$ cat src/rtl/serial_bridge.sv
// serial_bridge: device-side endpoint of the processor byte-serial port.
// Two FWFT byte FIFOs: RX (host -> cpu) and TX (cpu -> host).
// Ports:
//   clock, reset (sync, active-high)
//   cpu_rx_data/cpu_rx_valid/cpu_rden      : core read side of RX FIFO
//   cpu_tx_data/cpu_wren/cpu_tx_ready      : core write side of TX FIFO
//   host_rx_data/host_rx_valid/host_rx_ready : host push into RX FIFO
//   host_tx_data/host_tx_valid/host_tx_ready : host pop from TX FIFO
// Optional macro SERIAL_BRIDGE_STATS_EN adds saturating counters
//   tx_drop_count (writes while full) and rx_underrun_count (reads while empty).

module serial_bridge_fifo #(
    parameter int DEPTH = 4,
    parameter int AW    = $clog2(DEPTH)
) (
    input  logic       clock,
    input  logic       reset,
    input  logic       push,
    input  logic [7:0] wdata,
    input  logic       pop,
    output logic [7:0] rdata,
    output logic       not_empty,
    output logic       not_full
);

    localparam logic [AW:0] FULL = DEPTH[AW:0];

    logic [7:0]    mem [DEPTH];
    logic [AW-1:0] wptr;
    logic [AW-1:0] rptr;
    logic [AW:0]   count;
    logic          push_ok;
    logic          pop_ok;

    assign not_empty = (count != '0);
    assign not_full  = (count != FULL);
    // Ready/valid come from the count at the start of the cycle, so a
    // full FIFO never takes a push in the same cycle it is popped.
    assign push_ok   = push && not_full;
    assign pop_ok    = pop && not_empty;
    // Stale array contents are hidden while empty.
    assign rdata     = not_empty ? mem[rptr] : 8'h00;

    always_ff @(posedge clock) begin
        if (reset) begin
            wptr  <= '0;
            rptr  <= '0;
            count <= '0;
        end else begin
            if (push_ok)
                wptr <= wptr + 1'b1;
            if (pop_ok)
                rptr <= rptr + 1'b1;
            case ({push_ok, pop_ok})
                2'b10:   count <= count + 1'b1;
                2'b01:   count <= count - 1'b1;
                default: count <= count;
            endcase
        end
    end

    always_ff @(posedge clock) begin
        if (!reset && push_ok)
            mem[wptr] <= wdata;
    end

endmodule

module serial_bridge #(
    parameter int DEPTH = 4,
    parameter int AW    = $clog2(DEPTH)
) (
    input  logic       clock,
    input  logic       reset,
    output logic [7:0] cpu_rx_data,
    output logic       cpu_rx_valid,
    input  logic       cpu_rden,
    input  logic [7:0] cpu_tx_data,
    input  logic       cpu_wren,
    output logic       cpu_tx_ready,
    input  logic [7:0] host_rx_data,
    input  logic       host_rx_valid,
    output logic       host_rx_ready,
    output logic [7:0] host_tx_data,
    output logic       host_tx_valid,
`ifdef SERIAL_BRIDGE_STATS_EN
    input  logic       host_tx_ready,
    output logic [7:0] tx_drop_count,
    output logic [7:0] rx_underrun_count
`else
    input  logic       host_tx_ready
`endif
);

    serial_bridge_fifo #(.DEPTH(DEPTH), .AW(AW)) rx_fifo (
        .clock     (clock),
        .reset     (reset),
        .push      (host_rx_valid),
        .wdata     (host_rx_data),
        .pop       (cpu_rden),
        .rdata     (cpu_rx_data),
        .not_empty (cpu_rx_valid),
        .not_full  (host_rx_ready)
    );

    serial_bridge_fifo #(.DEPTH(DEPTH), .AW(AW)) tx_fifo (
        .clock     (clock),
        .reset     (reset),
        .push      (cpu_wren),
        .wdata     (cpu_tx_data),
        .pop       (host_tx_ready),
        .rdata     (host_tx_data),
        .not_empty (host_tx_valid),
        .not_full  (cpu_tx_ready)
    );

`ifdef SERIAL_BRIDGE_STATS_EN
    always_ff @(posedge clock) begin
        if (reset) begin
            tx_drop_count     <= 8'h00;
            rx_underrun_count <= 8'h00;
        end else begin
            if (cpu_wren && !cpu_tx_ready && tx_drop_count != 8'hFF)
                tx_drop_count <= tx_drop_count + 8'h01;
            if (cpu_rden && !cpu_rx_valid && rx_underrun_count != 8'hFF)
                rx_underrun_count <= rx_underrun_count + 8'h01;
        end
    end
`endif

endmodule

$ cat config.mk
export PLATFORM = sky130hd
export DESIGN_NAME = serial_bridge
export DESIGN_NICKNAME = d
export VERILOG_FILES = /design/src/rtl/serial_bridge.sv
export SDC_FILE = /design/constraint.sdc
export NUM_CORES = 1
export LEC_CHECK = 0
export ABC_AREA = 1
export CAP_MARGIN = 20
export CELL_PAD_IN_SITES_DETAIL_PLACEMENT = 0
export CELL_PAD_IN_SITES_GLOBAL_PLACEMENT = 1
export CORE_MARGIN = 1.5
export CORE_UTILIZATION = 30
export CTS_BUF_LIST = sky130_fd_sc_hd__clkbuf_4 sky130_fd_sc_hd__clkbuf_8
export DETAILED_ROUTE_END_ITERATION = 6
export PLACE_DENSITY = 0.68
export SLEW_MARGIN = 5
export SYNTH_ARGS = -nofsm -noshare
export SYNTH_HDL_FRONTEND = slang
export SYNTH_SLANG_ARGS = --single-unit
$ cat constraint.sdc
create_clock -name clock -period 4.8 [get_ports clock]
set_clock_uncertainty 0.2 [all_clocks]
set_input_delay 0.72 -clock clock [delete_from_list [all_inputs] [get_ports clock]]
set_output_delay 0.72 -clock clock [all_outputs]
set_load 0.01 [all_outputs]
==> metrics.txt <==
status completed; n_diodes 0; Leak 1.580 nW; first-pass GRT wire length roughly 11000 um; Final Hold Viols 0; IO Count 42; Vias per Instance 4.380; remaining antenna violation count 0; largest net degree at the start of global routing 18; Synth async-reset ratio 0%; Mapped Cells ~330; Vias 2295; synthesized area 3605 um2; hpwl dp 4943 um; number of synthesized flops with an enable pin 64; cts hold-fix bufs 0; Horiz. Die Dim 112.6 um; Synth area leaders edfxtp_1 (53%), dfxtp_1 (10%), nor2_1 (6.9%); Tcrit/Tclk final 67.24%; top-count cell post-synth nor2_1; row count 39; Clock H-tree levels 3; Syn Nets 368; total grt overflow 0; 1st-iter DRT viols 48; Cell Int Power 1.523 mW; CTS Buf Count 9; Setup crit end kind output pin; largest area contributor in the netlist edfxtp_1; Worst Path Arrival 2.31 ns; Area growth syn-to-layout 20.06%; TNS Setup 0 ns; Hold WC Path Type flop to flop; PortBufs 41; Post-synth top flop edfxtp_1; CP Class flop to output pin; DRC errors left 0; clk sinks 82; Yosys warnings 0; clk buf depth 2; drt wl/cell 12.77 um; fin nets 411; Worst-path clk slew 0.08 ns; Slew Limit Fails 0; CTS tree done; cell area after layout approximately 4300 um2; initial antenna violation count 0; fmax 309.9 MHz; post-CTS sizing 0; register area share after synthesis 63.31%; filler cell count 1150; WL final ~6700 um; Final Wtd Congestion 0.7037; max-cap viol count 0; power per standard cell area approximately 520 nW/um2; Seq cells post-synth 82; die height 112.6 um; Req. time, crit path 3.88 ns; Sequential Power Share 40.9%; area of the multi-input gates 1071 um2; Syn Area/Cell approximately 11 um2; RSZ-0062 raised after global routing false; Final Critical Period around 3.2 ns; actual slew at the worst max-slew pin about 0.79 ns; post-synth top area share between 50% and 60%; Slew Limit Headroom 47.42%; root buffer cell clkbuf_8; number of setup buffers added after CTS 0; Starting Density 31.17%; Die ar. 12680 um2; Combinational Power Share 33.0%; Register Area 2282 um2; worst skew pair latency 0.34 ns; placed cell areas 4089 um2; Final setup viols 0; Core Footprint between 10000 and 15000 um2; Switching Share 32.62%; fraction of layout cells with a size suffix above 1 12.86%; synth unique cells 21; overall routing resource usage 11.30%; power share of the clock group 26.1%; switching power 737.2 uW; worst-path maximum fanout 17; DR pass1 iterations 4; number of global-route vias before repair around 2400; Startpoint Class flop; worst vdd ir 0.2326 mV; synth cell count leaders nor2_1 (66), edfxtp_1 (64), inv_1 (35), nand2_1 (28), nor2_2 (24)
through the flow:
stage	utilization, %	power, mW	instances	setup slack [ns]	hold WS (ns)
floorplan	-	1.399	334	2.700	0.2587
global placement	35.36	1.686	509	1.941	0.3040
detailed placement	35.36	1.698	509	1.898	0.3048
CTS	37.42	2.292	524	1.553	0.3130
global route	37.42	2.412	524	1.362	0.3578
finish	37.42	2.260	524	1.573	0.3070
critical path, stage by stage (launching register included):
cell,delay (ns)
dfxtp_1,0.84
inv_2,0.29
o21ai_0,0.25
a21oi_1,0.09
clkdlybuf4s50_1,0.49
routing by layer:
layer / wire length [um] / share of wire [%] / global-route usage, % / vias to the layer above
li1: - / - / - / 1186
met4: 110 / 1.6 / 5.063 / 0
met5: 0 / 0 / 0 / -
met2: 3342 / 50 / 19.63 / 46
met1: 3007 / 45 / 13.74 / 1054
met3: 229 / 3.4 / 1.998 / 9
cell families after synthesis:
family | Yosys count | synth area share [%]
flops | 82 | 63.31
fa+ha+maj | 12 | 4.582
buf+inv | 48 | 6.976
compound gates | 60 | 8.678
simple gates | 132 | 16.45
power by group through the flow:
stage	Clock, mW	Sequential (mW)	Combinational, mW
finish	0.589	0.925	0.747
global route	0.633	0.936	0.844
CTS	0.607	0.925	0.760
detailed placement	0	0.941	0.757
global placement	0	0.939	0.747
floorplan	0	0.892	0.507
sequential cells by signal (all words and copies together), names as in the netlist, named ones only:
register,cells
rx_fifo.count,3
rx_fifo.mem,32
rx_fifo.rptr,2
rx_fifo.wptr,2
tx_fifo.count,3
tx_fifo.mem,32
tx_fifo.rptr,2
tx_fifo.wptr,2
cells in the final DEF, fill, tap and decap left out, types with 4 or more instances in the layout:
| master | n |
|---|---|
| nor2_2 | 24 |
| o21ai_0 | 16 |
| clkdlybuf4s50_1 | 41 |
| nand3_1 | 8 |
| inv_1 | 35 |
| a21oi_1 | 22 |
| dfxtp_1 | 18 |
| nor2_1 | 66 |
| clkbuf_8 | 9 |
| edfxtp_1 | 64 |
| o21ai_1 | 20 |
| ha_1 | 10 |
| inv_2 | 4 |
| nand2_1 | 28 |
worst paths after layout:
kind	startpoint	endpoint	slack (ns)	cells past startpoint
setup reg to reg	tx_fifo.count[2]	tx_fifo.count[2]	2.78	13
setup / recovery	flop	cpu_rx_data[7]	1.57	4
hold reg to reg	tx_fifo.rptr[1]	flop	0.31	2
hold / removal	tx_fifo.rptr[1]	flop	0.31	2
area by class of cell:
cell class                 instances  share of cell area [%]
sequential                        82                   52.73
multi-input combinational        204                   24.75
timing repair buffer              41                   9.483
tap                              143                   4.134
inverter                          39                   3.382
clock buffer                       9                   2.862
clock inverter                     6                   2.660
Power figures use the tool's default switching activity.
